--- config.mk ---
export PLATFORM = sky130hd
export DESIGN_NAME = four_bit_serial_sub
export DESIGN_NICKNAME = d
export VERILOG_FILES = /design/src/rtl/four_bit_serial_sub_pkg.sv /design/src/rtl/shift_reg_4.sv /design/src/rtl/four_bit_serial_sub.sv
export SDC_FILE = /design/constraint.sdc
export NUM_CORES = 1
export LEC_CHECK = 0
export CAP_MARGIN = 20
export CELL_PAD_IN_SITES_DETAIL_PLACEMENT = 2
export CELL_PAD_IN_SITES_GLOBAL_PLACEMENT = 2
export CORE_MARGIN = 1
export CORE_UTILIZATION = 29
export CTS_BUF_LIST = sky130_fd_sc_hd__clkbuf_2
export CTS_CLUSTER_DIAMETER = 60
export DETAILED_ROUTE_END_ITERATION = 7
export GPL_ROUTABILITY_DRIVEN = 0
export GPL_TIMING_DRIVEN = 0
export HOLD_SLACK_MARGIN = 0.1
export PLACE_DENSITY_LB_ADDON = 0.2
export RECOVER_POWER = 100
export SLEW_MARGIN = 40
export SYNTH_ARGS = -nofsm -noshare
export SYNTH_HDL_FRONTEND = slang
export SYNTH_SLANG_ARGS = --single-unit
--- constraint.sdc ---
create_clock -name clk -period 1.8 [get_ports clk]
set_input_delay 0.27 -clock clk [delete_from_list [all_inputs] [get_ports clk]]
set_output_delay 0.27 -clock clk [all_outputs]
set_load 0.005 [all_outputs]
--- src/rtl/four_bit_serial_sub_pkg.sv ---
// ---------------------------------------------------------------------------
// four_bit_serial_sub_pkg
// Shared definitions for the 4-bit serial subtractor demo block.
// The only thing shared is the encoding of the 2-bit 'sel' mode bus.
// The shift registers and the top-level carry flop must agree on this
// encoding, so it lives here rather than being repeated in each file.
// ---------------------------------------------------------------------------
package four_bit_serial_sub_pkg;

   // Mode encoding driven on 'sel' by whatever sequencer owns this datapath
   localparam logic [1:0] SEL_HOLD = 2'b00;
   localparam logic [1:0] SEL_SHR  = 2'b01;
   localparam logic [1:0] SEL_SHL  = 2'b10;
   localparam logic [1:0] SEL_LOAD = 2'b11;

endpackage

--- src/rtl/shift_reg_4.sv ---
// ---------------------------------------------------------------------------
// shift_reg_4
// 4-bit universal shift register. The serial subtractor instantiates it twice:
// once for the minuend/difference (A) and once for the subtrahend (B).
//
// Ports
//   clk        in  1  rising-edge clock
//   rstn       in  1  asynchronous active-low reset, clears the register
//   sel        in  2  00 hold, 01 shift right, 10 shift left, 11 parallel load
//   serInRight in  1  bit entering the MSB on a right shift
//   serInLeft  in  1  bit entering the LSB on a left shift
//   parIn      in  4  value captured on a parallel load
//   parOut     out 4  current register contents
// ---------------------------------------------------------------------------
module shift_reg_4
   import four_bit_serial_sub_pkg::*;
(
   input  logic       clk,
   input  logic       rstn,
   input  logic [1:0] sel,
   input  logic       serInRight,
   input  logic       serInLeft,
   input  logic [3:0] parIn,
   output logic [3:0] parOut
);

   // Register update. A right shift moves data toward bit 0 so that the LSB
   // is consumed first, and the new bit enters at the MSB. A left shift is the
   // mirror image and is only used for maintenance. Any code other than the
   // three active modes leaves the contents untouched.
   always_ff @(posedge clk or negedge rstn) begin
      if (!rstn) begin
         parOut <= 4'b0000;
      end else begin
         case (sel)
            SEL_SHR:  parOut <= {serInRight, parOut[3:1]};
            SEL_SHL:  parOut <= {parOut[2:0], serInLeft};
            SEL_LOAD: parOut <= parIn;
            default:  parOut <= parOut;
         endcase
      end
   end

endmodule

--- src/rtl/four_bit_serial_sub.sv ---
// ---------------------------------------------------------------------------
// four_bit_serial_sub
// Serial subtractor that computes A - B one bit per clock, LSB first. The
// design has these parts:
//   - two 4-bit universal shift registers, A and B
//   - a full adder that adds A, the inverse of B and the carry
//   - a JK flip-flop that holds the carry.
// The difference shifts back into register A. When Q is 1 at the end of a
// subtraction, no borrow occurred, which means A >= B. All internals are
// brought out so the block can be watched as a datapath demo.
//
// Parameters
//   A_LOAD  value loaded into A on a parallel load
//   B_LOAD  value loaded into B on a parallel load
//
// Ports
//   clk              in  1  rising-edge clock
//   rstn             in  1  asynchronous active-low reset
//   SI               in  1  serial input that feeds register B, and A on left shifts
//   sel              in  2  00 hold, 01 shift right, 10 shift left, 11 load
//   shift_reg_A_out  out 4  register A (minuend, then difference)
//   shift_reg_B_out  out 4  register B (subtrahend)
//   Q                out 1  carry flip-flop (1 = no borrow)
//   Sum              out 1  full-adder difference bit
//   J                out 1  JK set input
//   K                out 1  JK reset input
// ---------------------------------------------------------------------------
module four_bit_serial_sub
   import four_bit_serial_sub_pkg::*;
#(
   parameter logic [3:0] A_LOAD = 4'd9,
   parameter logic [3:0] B_LOAD = 4'd5
)
(
   input  logic       clk,
   input  logic       rstn,
   input  logic       SI,
   input  logic [1:0] sel,
   output logic [3:0] shift_reg_A_out,
   output logic [3:0] shift_reg_B_out,
   output logic       Q,
   output logic       Sum,
   output logic       J,
   output logic       K
);

   logic aBit;
   logic bBit;

   assign aBit = shift_reg_A_out[0];
   assign bBit = shift_reg_B_out[0];

   // Full adder on a, ~b and the carry. Adding the inverse of B with a carry
   // seeded to 1 at load time forms the two's complement of B.
   // The JK flop implements the carry-out of the full adder:
   //   - a=1, ~b=1: carry out is always 1 (J).
   //   - a=0, ~b=0: carry out is always 0 (K).
   //   - otherwise: carry out equals the old carry (hold).
   // J and K can never both be 1 because they need opposite values of a.
   always_comb begin
      Sum = aBit ^ ~bBit ^ Q;
      J   = aBit & ~bBit;
      K   = ~aBit & bBit;
   end

   // Register A. On a right shift it takes the difference bit in at its MSB,
   // so after four shifts it holds the complete result.
   shift_reg_4 regA (
      .clk        (clk),
      .rstn       (rstn),
      .sel        (sel),
      .serInRight (Sum),
      .serInLeft  (SI),
      .parIn      (A_LOAD),
      .parOut     (shift_reg_A_out)
   );

   // Register B. The serial input feeds it in both shift directions.
   shift_reg_4 regB (
      .clk        (clk),
      .rstn       (rstn),
      .sel        (sel),
      .serInRight (SI),
      .serInLeft  (SI),
      .parIn      (B_LOAD),
      .parOut     (shift_reg_B_out)
   );

   // Carry/borrow flop. A load seeds it to 1, and a right shift applies the
   // JK rule. In every other mode, including left shift, it holds. On reset
   // it goes to 1, the same value a load gives it.
   always_ff @(posedge clk or negedge rstn) begin
      if (!rstn) begin
         Q <= 1'b1;
      end else begin
         case (sel)
            SEL_LOAD: Q <= 1'b1;
            SEL_SHR: begin
               case ({J, K})
                  2'b10:   Q <= 1'b1;
                  2'b01:   Q <= 1'b0;
                  default: Q <= Q;
               endcase
            end
            default:  Q <= Q;
         endcase
      end
   end

endmodule

# == Word-level counts from Yosys, hierarchy flattened ==
# Cells that the tools add are included.
# Widths: inputs -> output; s select.
# totals
in_bits,5
ff_bits,9
out_inout_bits,12
# op_classes
eq_ne,6
n_bitwise,6
n_mux,4
reduce_logical,3
# ops
op,count
$pmux 4 s3,2
$eq 2x2->1 const B,3
$eq 2x1->1 const B,2
$pmux 1 s2,2
$ne 3x3->1 const B,1
$reduce_bool 3->1,1
$and 1x1->1,2
$not 1->1,2
$reduce_and 2->1,1
$reduce_bool 2->1,1
$xor 1x1->1,2

# == Depth between registers and ports, before layout ==
# logic_depth
word_depth,5
mapped_depth,5

# == By module ==
# A second synthesis with hierarchy kept.
# hier_totals
hier_cells,29
area_unflattened_um2,519.2
# by_module_without_submodules
module,area_per_inst_um2,n_inst,cells_per_inst,seq_area_each_um2
shift_reg_4,205.2,2,8,100.1
four_bit_serial_sub,108.9,1,13,26.3

# == Worst setup path before layout ==
# Ideal clock, no wire load.
# synth_timing
kind,flip-flop to flip-flop
start,reg regA.parOut[0]
end,reg regA.parOut[3]
n_path_buf,0
path_stages_with_launch,6
required_ns,1.714
slack_ns,0.518
arrival_time_ns,1.196
path_cell_list,dfrtp_1 -> inv_1 -> ha_1 -> xor2_1 -> nor2_1 -> nor3_1
# synth_between
elab_chain_cells,3
# synth_lines
element,line,text
"start, declared",shift_reg_4.sv:24,output logic [3:0] parOut
"start signal, assigned",shift_reg_4.sv:36,"SEL_SHR: parOut <= {serInRight, parOut[3:1]};"
"start signal, assigned",shift_reg_4.sv:37,"SEL_SHL: parOut <= {parOut[2:0], serInLeft};"
"start signal, assigned",shift_reg_4.sv:38,SEL_LOAD: parOut <= parIn;
$xor 1x1->1 (2 in series),four_bit_serial_sub.sv:61,Sum = aBit ^ ~bBit ^ Q;
named net Sum,four_bit_serial_sub.sv:42,"output logic Sum,"
$pmux 4 s3,shift_reg_4.sv:35,case (sel)
# The timed path passes the listed nets, and every way through them passes these cells.
# A chain may end at the register's enable or synchronous reset.

# == Worst setup path in the final report ==
# layout_timing
start,reg regB.parOut[0]
end,out K
# layout_between
elab_chain_cells,1
# layout_lines
element,line,text
"start, declared",shift_reg_4.sv:24,
"start signal, assigned",shift_reg_4.sv:36,
"start signal, assigned",shift_reg_4.sv:37,
"start signal, assigned",shift_reg_4.sv:38,
$and 1x1->1,four_bit_serial_sub.sv:63,K = ~aBit & bBit;
"end, declared",four_bit_serial_sub.sv:44,output logic K
# No other way between the ends.

==> impl_metrics.py <==
metrics = {
    "sta": {
        "period_needed_ns": 1.70,
        "worstMarginPinSlew_ns": 0.509,
        "slew-limit-headroom_pct": 66.1,
        "worst_slack_ns": 0.0998,
        "layout_worst_path_cycle_share_pct": 94.5,
        "final-hold-violation-count": 0,
        "finalSetupViolCount": 0,
        "drv_slew": 0,
        "fin_skew_ns": 0.000994,
        "rsz0062_at_grt": "no",
        "max_freq_mhz": 588,
    },
    "logic_synthesis": {
        "synthTopCellsByArea": "dfrtp_1 (41%), mux2i_1 (8.2%), ha_1 (7.7%), dfstp_2 (5.4%), o22a_1 (5.4%)",
        "synth_top_cell_by_area": "dfrtp_1",
        "ys_seq_elements": 9,
        "synth-compound-area-share_pct": 12.3,
        "seq_area_frac_synth_pct": 46.4,
        "synth_simple_gate_area_share_pct": 14.9,
        "synthDistinctLibCells": 20,
        "synth_top_family_by_area": "simple AND/OR/NAND/NOR gates",
        "syn_nets": 56,
        "synth_fa_ha_area_share_pct": 7.69,
        "yosysWarnings": 0,
        "synth_area_um2": 488,
        "yosysTopAreaCellShare_pct": 41.0,
        "avgSynthCellArea_um2": 10.2,
        "synth_cells": 48,
        "synthXorXnorAreaFrac_pct": 1.79,
        "synthMuxAreaShare_pct": 10.5,
    },
    "clocking": {
        "cts_buffers": 3,
        "clkLatencyLatePin_ns": 0.25,
        "clk_path_buf_depth": 2,
        "root_buffer": "clkbuf_2",
        "clk_pin_slew_ns": 0.09,
        "cts_tree": "built",
        "clock-sinks": 9,
        "cts_hold_buf": 0,
        "htree_levels": 1,
    },
    "cells_and_area": {
        "final_core_util_pct": 45.7,
        "nNetsFinal": 82,
        "syn_to_final_growth_pct": 44.4,
        "drive_above_1_share_pct": 13.7,
        "antennaDiodeCount": 0,
    },
    "global_routing": {
        "grt_pass1_wl_mm": 2.10,
        "grtUsageTotal_pct": 16.1,
        "grt_pass1_vias": 449,
        "antenna_found_initial": 0,
        "gr-total-overflow": 0,
        "grt_max_degree": 11,
    },
    "setup_path": {
        "crit_fanout": 5,
        "rr_endpoint": "regA.parOut[3]$_DFFE_PN0P_",
        "cp-end-kind": "output port",
        "arrival_ns": 1.43,
        "start_kind": "register",
        "crit_end": "K",
        "r2r-start": "regA.parOut[0]$_DFFE_PN0P_",
        "worstSetupPathType": "register to output port",
        "startpoint": "regB.parOut[0]$_DFFE_PN0P_",
        "r2r_cells": 8,
        "worstPathRequired_ns": 1.53,
        "r2r_slack_ns": 0.19,
    },
    "place": {
        "dp.final_hpwl_um": 915,
        "post-place-ws_ns": -0.0365,
        "portBuffers": 16,
    },
    "status": {
        "outcome": "finished, final reports clean",
    },
    "routing": {
        "routed_via_density": 4.85,
        "drt_wl_total_mm": 1.27,
        "dr.pass1.iters": 2,
        "drtAntennaViolNets": 0,
        "num_vias": 432,
        "drc_errors": 0,
        "drtIter0Drc": 3,
        "wl_per_cell_um": 14.3,
    },
    "floorplan": {
        "dieHeight_um": 43.0,
        "core_area_um2": 1540,
        "dieArea_um2": 1850,
        "die_w_um": 43.0,
        "initial_core_util_pct": 31.7,
        "ios": 17,
        "std_cell_rows": 14,
    },
    "pwr": {
        "ir_drop_uv": 397,
        "power_density_nw_per_um2": 809,
        "leakage_nw": 0.328,
    },
    "min_path": {
        "worstHoldPathType": "input port to async pin",
    },
    "run": {
        "maxCapViolations": 0,
    },
}
[cells in the mapped netlist (all sizes together)]
master,instances
buf,2
nand2,4
nor3b,1
inv,4
nand2b,1
nor2,5
dfrtp,8
o22a,3
mux2,1
o21ai,5
xor2,1
nor3,2
nor2b,2
a32oi,1
dfstp,1
mux2i,4
ha,3
[flip-flops by register name, summed over array words and instances (netlist names)]
signal       count
regA.parOut      4
Q                1
regB.parOut      4
[logic make-up (layout without fill, tap and decap cells)]
family | Yosys count | in the layout
simple gates | 15 | 15
compound gates | 9 | 9
flops | 9 | 9
buf+inv | 6 | 31
mux | 5 | 5
fa+ha+maj | 3 | 3
xor+xnor | 1 | 1
[layer usage]
| layer | track usage [%] | vias to the layer above | share of wire [%] |
|---|---|---|---|
| met3 | 8.94 | 0 | 5.2 |
| met1 | 19.9 | 205 | 44 |
| met5 | 0 | - | 0 |
| li1 | - | 215 | - |
| met2 | 25.5 | 12 | 51 |
| met4 | 1.82 | 0 | 0 |
[what timing repair did]
action	4_1_cts	5_1_grt
setup buffers	4	1
pin swaps	1	1
gates resized for setup	2	3
endpoints found under the setup margin	1	2
[power by group]
part / internal, mW / switching, mW
sequential: 0.229 / 0.0216
clock: 0.0590 / 0.0712
combinational: 0.111 / 0.0778
[area by class of cell]
type	instances	area, um^2
Buffer	2	8.76
Clock buffer	4	20.0
Fill cell	172	837
Inverter	4	15.0
Multi-Input combinational cell	33	228
Sequential cell	9	228
Tap cell	16	20.0
Timing Repair Buffer	21	185
[worst min-delay path by stage]
| stage | startpoint | endpoint | slack [ns] | cells after the start |
|---|---|---|---|---|
| 2_1_floorplan | rstn | regA.parOut[0]$_DFFE_PN0P_ | -0.03 | 0 |
| 3_3_place_gp | Q$_DFFE_PN1P_ | Q$_DFFE_PN1P_ | 0.47 | 2 |
| 3_5_place_dp | Q$_DFFE_PN1P_ | Q$_DFFE_PN1P_ | 0.48 | 2 |
| 4_1_cts | rstn | regA.parOut[1]$_DFFE_PN0P_ | 0.32 | 1 |
| 5_1_grt | rstn | regB.parOut[1]$_DFFE_PN0P_ | 0.41 | 1 |
| 6_report | rstn | regA.parOut[1]$_DFFE_PN0P_ | 0.38 | 1 |
[layout by cell type (no fill, tap or decap)]
cell             Yosys  layout
a32oi_1              1       1
buf_2                1       2
buf_4                0       2
clkbuf_1             0       3
clkbuf_2             0       4
clkbuf_4             0       1
clkdlybuf4s25_1      0       1
clkdlybuf4s50_1      0       5
dfrtp_1              8       7
dfrtp_2              0       1
dfstp_1              0       1
dlygate4sd3_1        0       9
ha_1                 3       3
inv_1                4       4
mux2_1               1       1
mux2i_1              4       4
nand2_1              4       4
nand2b_1             1       1
nor2_1               5       5
nor2b_1              1       2
nor3_1               2       2
nor3b_1              1       1
o21ai_0              1       4
o21ai_1              4       1
o22a_1               3       3
xor2_1               1       1
[critical path, stage by stage, from the launching register on]
cell,delay (ns)
dfrtp_2,0.42
buf_2,0.15
ha_1,0.17
clkdlybuf4s50_1,0.44
[through the flow]
step                cells  power (mW)  setup TNS (ns)  area (um^2)  hold WS (ns)
detailed placement     80       0.437         -0.0365          668         0.481
global placement       80       0.433         -0.0580          668         0.468
finish                 89       0.570               0          704         0.384
CTS                    88       0.596               0          718         0.315
global route           89       0.617               0          704         0.410
floorplan              48       0.329               0          488       -0.0256
Power figures use the tool's default switching activity.
